==> src/rtl/code_memory_loader.sv <==
// code_memory_loader
// Copies one user-code bank from the user-code ROM mux into the writable
// instruction memory. The CPU is held for the whole copy, and the PC is
// cleared when the copy finishes so execution restarts at address 0.
module code_memory_loader #(
   parameter int unsigned WORDS    = 16,
   parameter int unsigned ADDR_W   = 4,
   parameter int unsigned DATA_W   = 16,
   parameter int unsigned HOLD_CYC = 2,
   parameter int unsigned RD_LAT   = 1
) (
   input  logic              i_clk,
   input  logic              i_rst,
   input  logic              i_load_req,
   input  logic              i_bank_sel,
   input  logic              i_abort,
   output logic              o_rom_bank,
   output logic [ADDR_W-1:0] o_rom_addr,
   input  logic [DATA_W-1:0] i_rom_data,
   output logic              o_mem_we,
   output logic [ADDR_W-1:0] o_mem_waddr,
   output logic [DATA_W-1:0] o_mem_wdata,
   output logic              o_cpu_hold,
   output logic              o_pc_clear,
   output logic              o_busy,
   output logic              o_done,
   output logic              o_valid,
   output logic              o_loaded_bank
);

   localparam logic [2:0] S_IDLE   = 3'd0;
   localparam logic [2:0] S_HOLD   = 3'd1;
   localparam logic [2:0] S_READ   = 3'd2;
   localparam logic [2:0] S_WRITE  = 3'd3;
   localparam logic [2:0] S_FINISH = 3'd4;

   // Last value of the shared wait counter in HOLD and READ respectively.
   localparam logic [2:0]        HOLD_LAST = 3'(HOLD_CYC - 1);
   localparam logic [2:0]        RD_LAST   = 3'(RD_LAT - 1);
   localparam logic [ADDR_W-1:0] CNT_LAST  = ADDR_W'(WORDS - 1);

   logic [2:0]        r_state;
   logic [ADDR_W-1:0] r_cnt;
   logic [2:0]        r_wait;
   logic [DATA_W-1:0] r_data;
   logic              r_bank;
   logic              r_valid;
   logic              r_loaded_bank;

   logic [2:0]        w_state_nxt;
   logic [ADDR_W-1:0] w_cnt_nxt;
   logic [2:0]        w_wait_nxt;
   logic [DATA_W-1:0] w_data_nxt;
   logic              w_bank_nxt;
   logic              w_valid_nxt;
   logic              w_loaded_bank_nxt;
   logic              w_finish;

   // Next-state logic for the copy sequencer and its bookkeeping registers.
   always_comb begin
      w_state_nxt       = r_state;
      w_cnt_nxt         = r_cnt;
      w_wait_nxt        = r_wait;
      w_data_nxt        = r_data;
      w_bank_nxt        = r_bank;
      w_valid_nxt       = r_valid;
      w_loaded_bank_nxt = r_loaded_bank;

      case (r_state)
         S_IDLE: begin
            // abort beats a simultaneous load_req
            if (i_load_req && !i_abort) begin
               w_state_nxt = S_HOLD;
               w_bank_nxt  = i_bank_sel;
               w_cnt_nxt   = '0;
               w_wait_nxt  = '0;
               // memory is partial from the first write onwards
               w_valid_nxt = 1'b0;
            end
         end

         S_HOLD: begin
            if (r_wait == HOLD_LAST) begin
               w_state_nxt = S_READ;
               w_wait_nxt  = '0;
            end else begin
               w_wait_nxt = r_wait + 3'd1;
            end
         end

         S_READ: begin
            if (r_wait == RD_LAST) begin
               // ROM output has settled for the current address
               w_data_nxt  = i_rom_data;
               w_state_nxt = S_WRITE;
               w_wait_nxt  = '0;
            end else begin
               w_wait_nxt = r_wait + 3'd1;
            end
         end

         S_WRITE: begin
            if (r_cnt == CNT_LAST) begin
               w_cnt_nxt   = '0;
               w_state_nxt = S_FINISH;
            end else begin
               w_cnt_nxt   = r_cnt + 1'b1;
               w_state_nxt = S_READ;
            end
         end

         S_FINISH: begin
            w_state_nxt       = S_IDLE;
            w_valid_nxt       = 1'b1;
            w_loaded_bank_nxt = r_bank;
         end

         default: begin
            w_state_nxt = S_IDLE;
         end
      endcase

      // Abort from any active state, including FINISH, discards the copy.
      if ((r_state != S_IDLE) && i_abort) begin
         w_state_nxt       = S_IDLE;
         w_wait_nxt        = '0;
         w_valid_nxt       = 1'b0;
         w_loaded_bank_nxt = r_loaded_bank;
      end
   end

   // State and datapath registers, cleared asynchronously.
   always_ff @(posedge i_clk or posedge i_rst) begin
      if (i_rst) begin
         r_state       <= S_IDLE;
         r_cnt         <= '0;
         r_wait        <= '0;
         r_data        <= '0;
         r_bank        <= 1'b0;
         r_valid       <= 1'b0;
         r_loaded_bank <= 1'b0;
      end else begin
         r_state       <= w_state_nxt;
         r_cnt         <= w_cnt_nxt;
         r_wait        <= w_wait_nxt;
         r_data        <= w_data_nxt;
         r_bank        <= w_bank_nxt;
         r_valid       <= w_valid_nxt;
         r_loaded_bank <= w_loaded_bank_nxt;
      end
   end

   assign w_finish = (r_state == S_FINISH);

   // Outputs come straight from registers or the state decode; only the
   // completion pulse is gated by abort so an aborted FINISH never reports.
   assign o_rom_bank    = r_bank;
   assign o_rom_addr    = r_cnt;
   assign o_mem_we      = (r_state == S_WRITE);
   assign o_mem_waddr   = r_cnt;
   assign o_mem_wdata   = r_data;
   assign o_busy        = (r_state != S_IDLE);
   assign o_cpu_hold    = (r_state != S_IDLE);
   assign o_done        = w_finish & ~i_abort;
   assign o_pc_clear    = w_finish & ~i_abort;
   assign o_valid       = r_valid;
   assign o_loaded_bank = r_loaded_bank;

endmodule

==> config.mk <==
export PLATFORM = sky130hd
export DESIGN_NAME = code_memory_loader
export DESIGN_NICKNAME = d
export VERILOG_FILES = /design/src/rtl/code_memory_loader.sv
export SDC_FILE = /design/constraint.sdc
export NUM_CORES = 1
export LEC_CHECK = 0
export CAP_MARGIN = 20
export CELL_PAD_IN_SITES_DETAIL_PLACEMENT = 0
export CELL_PAD_IN_SITES_GLOBAL_PLACEMENT = 2
export CORE_ASPECT_RATIO = 0.75
export CORE_MARGIN = 4
export CORE_UTILIZATION = 27
export DETAILED_ROUTE_END_ITERATION = 16
export GPL_ROUTABILITY_DRIVEN = 0
export PLACE_DENSITY_LB_ADDON = 0.1
export REMOVE_ABC_BUFFERS = 1
export SLEW_MARGIN = 20
export SYNTH_ARGS = -nofsm -noshare
export SYNTH_HDL_FRONTEND = slang
export SYNTH_SLANG_ARGS = --single-unit
==> constraint.sdc <==
create_clock -name i_clk -period 2.1 [get_ports i_clk]
set_input_delay 0.42 -clock i_clk [delete_from_list [all_inputs] [get_ports i_clk]]
set_output_delay 0.42 -clock i_clk [all_outputs]
set_load 0.1 [all_outputs]
# == After elaboration in Yosys (flattened, before gate mapping) ==
# Index checks and enable logic that the tools add are counted.
# word_totals
ff_bits,29
word_cells,55
in_bits,21
out_inout_bits,32
# classes
n_eq_ne,10
mux,17
n_reduce_logical,16
bitwise,3
add_sub_neg,2
# ops
operator,count
$mux 3,9
$pmux 3 s4,1
$reduce_and 2->1,6
$ne 3x3->1 const B,3
$pmux 3 s3,1
$mux 4,2
$pmux 4 s2,1
$eq 3x1->1 const B,2
$eq 3x2->1 const B,2
$logic_not 3->1,2
$reduce_bool 3->1,2
$add 4x1->4 const B,1
$eq 4x4->1 const B,1
$reduce_bool 4->1,1
$add 3x1->3 const B,1
$eq 3x3->1 const B,1
$reduce_and 3->1,1
$logic_and 1x1->1,2
$mux 1,2
$ne 2x2->1 const B,1
$not 1->1,2
$pmux 1 s2,1
$reduce_bool 2->1,1
$and 1x1->1,1
$logic_not 1->1,1

# == Longest topological paths before layout ==
# Gate-level depths: netlist of run 1.
# depth
ltp_word,5
depth_mapped,6
mapped_depth_nobuf,6

# == Worst setup path after synthesis of run 1 ==
# Ideal clock, no wire load.
# synth_path
kind,flip-flop to flip-flop
startpoint,register r_state[2]
endpoint,register r_cnt[3] (netlist: o_mem_waddr[3])
setup_time_ns,0.082
setup_slack_ns,-0.276
path_buffers,1
arrival_ns,2.294
path_stages_with_launch,5
synth_period_minus_slack_ns,2.376
t_required_ns,2.018
path_cell_list,dfrtp_1 buf_2 nor2_1 a31oi_1 o21ai_1
# synth_via
elab_chain_cells,3
word_cells_on_any_way,6
cone_classes,eq/ne (2); mux (1); reduce/logical (3)
# synth_lines
item,line_no,source
from (decl),42,logic [2:0] r_state;
from (signal assigned),143,r_state <= w_state_nxt;
$eq 3x2->1 *,-,
net o_mem_we,20,"output logic o_mem_we,"
$reduce_bool 2->1 (no source line),-,
$reduce_and 2->1 (no source line),-,
to (signal assigned),144,r_cnt <= w_cnt_nxt;
to (decl),43,logic [ADDR_W-1:0] r_cnt;
# Mark *: on every way through the listed nets, which the timed path passes. The rest lies on a longest branch.
# A chain may end at the register's enable or synchronous reset.

# == Worst setup path after layout of run 1 ==
# layout_path
startpoint,input port i_abort
endpoint,output port o_done
# layout_via
elab_chain_cells,2
# layout_lines
item,line_no,source
from (decl),16,"input logic i_abort,"
$not 1->1,164,assign o_done = w_finish & ~i_abort;
$and 1x1->1,164,
to (decl),26,"output logic o_done,"
# Every way passes these cells.

==> results.py, run 1 <==
metrics = {
    "hold_path": {
        "min-delay-start": "o_mem_wdata[6]$_DFFE_PP0P_",
        "worstHoldEndpoint": "o_mem_wdata[6]$_DFFE_PP0P_",
        "hold_class": "reg -> reg",
        "hold_depth": 1,
    },
    "logic_synthesis": {
        "syn_area_um2": 1390,
        "synth.largest_area_cell": "dfrtp_1",
        "synthTopCellsByArea": "dfrtp_1 (52%), mux2_2 (15%), buf_4 (4.3%)",
        "synthCells": 116,
        "ys_ff_latch": 29,
        "syn_area_per_cell_um2": 12.0,
        "yosys.area.top_type_share_pct": 52.1,
        "yosysWarnings": 0,
        "ys_types": 35,
        "synth-seq-area-share_pct": 52.1,
    },
    "clocking": {
        "cts-buffers-inserted": 5,
        "clock_sinks": 29,
        "clk_latency_ns": 0.27,
        "clk_pin_slew_ns": 0.06,
        "htree_levels": 2,
        "cts_tree": "built",
        "post_cts_buffers": 0,
        "clock-root-buffer": "clkbuf_8",
        "cts-resized-gates": 0,
        "cts_buffer_depth": 2,
        "cts-hold-fix-buffers": 0,
    },
    "placement": {
        "portBuffers": 52,
        "dp_hpwl_mm": 2.38,
        "dp_cells": 222,
        "dpl_cell_area_um2": 1930,
    },
    "timing": {
        "post-route-period-util_pct": 95.0,
        "setup_viol": 0,
        "hold_violations": 0,
        "drv_slew": 0,
        "fmax_mhz": 501,
        "timing.slew.headroom_pct": 75.4,
        "worst_clock_skew_ns": 0.00546,
        "rsz0062_at_grt": "false",
        "tightest_slew_ns": 0.368,
        "period_needed_ns": 1.99,
    },
    "worst_setup_path": {
        "end_kind": "primary output",
        "crit_type": "in -> out",
        "r2r_end": "o_mem_wdata[12]$_DFFE_PP0P_",
        "critical_path_required_ns": 1.68,
        "reg2reg_slack_ns": 0.42,
        "start_kind": "input port",
        "r2r_cells": 6,
        "cp.arrival_ns": 1.57,
        "critical_path.max_fanout": 5,
        "r2r_start": "r_wait[1]$_DFFE_PP0P_",
    },
    "floorplan": {
        "num_io_pins": 53,
        "die-area_um2": 6390,
        "core-area_um2": 4950,
        "die_y_um": 70.2,
        "die_w_um": 91.0,
        "initial_core_util_pct": 28.1,
        "num_rows": 22,
    },
    "run_status": {
        "status": "complete, no violations",
    },
    "detailed_routing": {
        "firstDrtPassIters": 4,
        "wl_mm": 3.11,
        "routed_via_density": 4.58,
        "drtAntennaViolNets": 0,
        "wl_per_cell_um": 13.5,
        "drcViolationCount": 0,
        "num_vias": 1054,
        "drt_iter0_drc": 51,
    },
    "job": {
        "maxCapViolCount": 0,
    },
    "grt": {
        "grt-ovfl-total": 0,
        "grt_max_degree": 30,
        "grt_pass1_vias": 1065,
        "antenna_found_initial": 0,
        "grt_usage_pct": 10.3,
        "grt_pass1_wl_mm": 5.12,
    },
    "final_layout": {
        "layout.nets": 194,
        "design_area_um2": 2040,
        "diodes": 0,
        "instances_no_fill": 230,
        "mostFrequentLayoutCells": "buf_4 (31), dfrtp_1 (29), clkdlybuf4s50_1 (20), mux2_2 (18)",
        "final_common_cell": "buf_4",
        "fill_cells": 478,
        "syn2layout_area_growth_pct": 46.7,
        "drive_above_1_share_pct": 38.2,
    },
}
==> cell type report <==
type / count / area, um^2 / area share [%]
Inverter: 5 / 18.8 / 0.918
Timing Repair Buffer: 56 / 533 / 26.1
Multi-Input combinational cell: 72 / 576 / 28.2
Clock buffer: 7 / 86.3 / 4.22
Tap cell: 60 / 75.1 / 3.67
Clock inverter: 1 / 30.0 / 1.47
Sequential cell: 29 / 726 / 35.5
==> stage by stage <==
stage / setup TNS, ns / setup WS (ns) / hold slack, ns / utilization (%)
2_1_floorplan: -5.70 / -0.588 / 0.493 / -
3_3_place_gp: 0 / 0.123 / 0.474 / 38.9
3_5_place_dp: 0 / 0.0872 / 0.481 / 38.9
4_1_cts: 0 / 0.0873 / 0.496 / 41.2
5_1_grt: 0 / 0.0230 / 0.515 / 41.3
6_report: 0 / 0.105 / 0.490 / 41.3
==> flip-flops by register name, summed over array words and instances (netlist names) <==
signal         cells
o_loaded_bank      1
o_mem_waddr        4
o_mem_wdata       16
o_rom_bank         1
o_valid            1
r_state            3
r_wait             3
==> synthesized netlist by cell type, drive strengths merged <==
cell type,instances
ha,4
dfrtp,29
a21o,1
nand2,6
o21ai,6
mux2,19
a31oi,1
nand2b,3
or4,1
a221o,1
a22oi,1
nand3,3
o221a,1
and2,2
inv,5
nor2,4
or4b,1
nor3b,1
mux2i,1
or3,1
o22ai,2
a21oi,1
nor3,3
a22o,2
nor4,1
and2b,1
buf,10
nor4bb,1
nor2b,4
==> how the worst max path moves through the flow <==
| stage | to | startpoint | cells after the start |
|---|---|---|---|
| 2_1_floorplan | o_loaded_bank$_DFFE_PP0P_ | r_state[2]$_DFFE_PP0P_ | 3 |
| 3_3_place_gp | o_mem_waddr[3]$_DFFE_PP0P_ | i_abort | 5 |
| 3_5_place_dp | o_done | i_abort | 4 |
| 4_1_cts | o_done | i_abort | 4 |
| 5_1_grt | o_done | i_abort | 4 |
| 6_report | o_done | i_abort | 4 |
==> critical path: stages <==
cell	delay [ns]
clkdlybuf4s50_1	0.48
nor2b_1	0.16
and2_1	0.29
buf_12	0.21
==> cells by family after synthesis <==
| family | share of synthesized area [%] |
|---|---|
| flip-flops | 52.1 |
| multiplexers | 16.1 |
| buffers and inverters | 6.82 |
| AND/OR/NAND/NOR | 13.6 |
| adder cells (fa/ha/maj) | 3.59 |
| AO/OA/AOI/OAI | 7.81 |
==> layer usage <==
metal	track usage [%]	up-vias	wire [um]	part of all wire, %
li1	-	509	-	-
met1	12.7	508	1470	47
met2	15.5	35	1400	45
met3	4.74	2	226	7.3
met4	4.52	0	23	0.74
met5	0	-	0	0
Power of run 1 is left out: the tool's default activity adds up to more than one toggle a clock period on the data nets, which glitch-free logic cannot reach.
==> run 2, diff against run 1 <==
--- a/config.mk
+++ b/config.mk
@@ -13,6 +13,7 @@
 export CORE_UTILIZATION = 27
 export DETAILED_ROUTE_END_ITERATION = 16
 export GPL_ROUTABILITY_DRIVEN = 0
+export HOLD_SLACK_MARGIN = 0.02
 export PLACE_DENSITY_LB_ADDON = 0.1
 export REMOVE_ABC_BUFFERS = 1
 export SLEW_MARGIN = 20
==> results of run 2 <==
No change in the layout: final DEF, timing and power equal those of run 1.
Power of run 2 is left out for the same reason.
==> run 3, diff against run 2 <==
--- a/config.mk
+++ b/config.mk
@@ -10,11 +10,11 @@
 export CELL_PAD_IN_SITES_GLOBAL_PLACEMENT = 2
 export CORE_ASPECT_RATIO = 0.75
 export CORE_MARGIN = 4
-export CORE_UTILIZATION = 27
+export CORE_UTILIZATION = 29
 export DETAILED_ROUTE_END_ITERATION = 16
 export GPL_ROUTABILITY_DRIVEN = 0
 export HOLD_SLACK_MARGIN = 0.02
-export PLACE_DENSITY_LB_ADDON = 0.1
+export PLACE_DENSITY = 0.81
 export REMOVE_ABC_BUFFERS = 1
 export SLEW_MARGIN = 20
 export SYNTH_ARGS = -nofsm -noshare
==> constraint.sdc (replaced) <==
create_clock -name i_clk -period 2.4 [get_ports i_clk]
set_input_delay 0.48 -clock i_clk [delete_from_list [all_inputs] [get_ports i_clk]]
set_output_delay 0.48 -clock i_clk [all_outputs]
set_load 0.1 [all_outputs]
==> run 3 against run 2 <==
Cell area decreased by 3.0%. Non-clock buffer count decreased by 2. Hold slack improved by 0.019 ns. Wire length increased by 6.9%. Largest cell class unchanged.
==> results.py, run 3 (synthesis gave the netlist of run 1 again) <==
metrics = {
    "final_layout": {
        "syn2layout_area_growth_pct": 42.3,
        "mostFrequentLayoutCells": "buf_4 (31), dfrtp_1 (29), clkdlybuf4s50_1 (20), mux2_2 (18), clkbuf_8 (7)",
        "diodes": 0,
        "final_common_cell": "buf_4",
        "layout.nets": 192,
        "drive_above_1_share_pct": 37.5,
        "design_area_um2": 1980,
        "largest_reg_flops": 16,
    },
    "hold_path": {
        "hold_class": "reg -> reg",
        "hold_depth": 1,
        "worstHoldEndpoint": "o_mem_wdata[3]$_DFFE_PP0P_",
        "min-delay-start": "o_mem_wdata[3]$_DFFE_PP0P_",
    },
    "placement": {
        "portBuffers": 52,
        "dp_hpwl_mm": 2.60,
        "post-place-ws_ns": 0.200,
        "dpl_cell_area_um2": 1880,
    },
    "timing": {
        "period_needed_ns": 2.21,
        "drv_slew": 0,
        "setup_viol": 0,
        "tightest_slew_ns": 0.508,
        "whs_ns": 0.509,
        "post-route-period-util_pct": 91.9,
        "timing.slew.headroom_pct": 66.1,
        "hold_violations": 0,
        "fin_ws_ns": 0.195,
        "worst_clock_skew_ns": 0.00549,
        "rsz0062_at_grt": "false",
        "fmax_mhz": 453,
    },
    "detailed_routing": {
        "drt_iter0_drc": 46,
        "wl_per_cell_um": 14.8,
        "routed_via_density": 4.68,
        "num_vias": 1054,
        "drcViolationCount": 0,
        "firstDrtPassIters": 4,
        "drtAntennaViolNets": 0,
        "wl_mm": 3.33,
    },
    "grt": {
        "grt_usage_pct": 11.7,
        "antenna_found_initial": 0,
        "grt_max_degree": 19,
        "grt-ovfl-total": 0,
        "grt_pass1_vias": 1060,
        "grt_pass1_wl_mm": 5.26,
    },
    "clocking": {
        "clock-root-buffer": "clkbuf_8",
        "htree_levels": 2,
        "cts-hold-fix-buffers": 0,
        "cts-buffers-inserted": 5,
        "post_cts_buffers": 0,
        "cts-resized-gates": 0,
        "clock_sinks": 29,
        "clk_latency_ns": 0.27,
        "cts_tree": "built",
        "clk_pin_slew_ns": 0.06,
        "cts_buffer_depth": 2,
    },
    "worst_setup_path": {
        "r2r_end": "o_mem_wdata[11]$_DFFE_PP0P_",
        "path_buf_inv": 2,
        "cpPeakStageDelay_ns": 0.54,
        "r2r_start": "r_wait[0]$_DFFE_PP0P_",
        "crit_type": "in -> out",
        "path_cells": "clkdlybuf4s50_1 -> nor2b_1 -> and2_1 -> buf_12",
        "critical_path.max_fanout": 8,
        "critical_path_required_ns": 1.92,
        "start_kind": "input port",
        "end_kind": "primary output",
        "reg2reg_slack_ns": 0.72,
        "crit_family": "buffers and inverters",
        "cp.arrival_ns": 1.73,
        "r2r_cells": 6,
        "crit_slowest_cell": "clkdlybuf4s50_1",
    },
    "floorplan": {
        "core-area_um2": 4550,
        "num_rows": 21,
        "initial_core_util_pct": 30.7,
        "die-area_um2": 5990,
        "die_w_um": 88.1,
        "num_io_pins": 53,
        "die_y_um": 68.0,
    },
    "run_status": {
        "status": "complete, no violations",
    },
    "job": {
        "maxCapViolCount": 0,
    },
}
run 3: cell type report:
| class | instances | area (um^2) |
|---|---|---|
| clock buffers | 7 | 96.3 |
| clock inverters | 1 | 5.00 |
| fillers | 423 | 2560 |
| inverters | 5 | 18.8 |
| multi-input cells | 72 | 573 |
| flip-flops and latches | 29 | 726 |
| well taps | 57 | 71.3 |
| repair buffers | 54 | 493 |
run 3: how the worst max path moves through the flow:
stage                                       from                   endpoint  slack [ns]  depth (start not counted)
after floorplan           r_state[2]$_DFFE_PP0P_  o_loaded_bank$_DFFE_PP0P_       -0.29                          3
after global placement                   i_abort                 o_pc_clear        0.23                          4
after detailed placement                 i_abort                     o_done        0.20                          4
after CTS                                i_abort                     o_done        0.20                          4
after global routing                     i_abort                     o_done        0.14                          4
final                                    i_abort                     o_done        0.19                          4
run 3: worst reg2reg max path, cell delays in order, from the launching register on:
cell and delay (ns):
dfrtp_1 0.40, inv_1 0.09, ha_1 0.16, nand2b_1 0.12
nor3_4 0.17, buf_4 0.26, mux2_2 0.36
run 3: routing by layer:
layer  track usage, %  vias up  part of all wire [%]
met1             15.6      519                    44
met3             3.73        4                   4.4
met4             3.96        0                  0.81
met5                0        -                     0
li1                 -      508                     -
met2             18.0       23                    51
run 3: through the flow:
stage / util [%] / setup TNS [ns] / std cells
after floorplan: - / -1.59 / 106
after global placement: 41.4 / 0 / 217
after detailed placement: 41.4 / 0 / 217
after CTS: 43.6 / 0 / 225
after global routing: 43.6 / 0 / 225
final: 43.6 / 0 / 225
Power of run 3 is left out for the same reason.
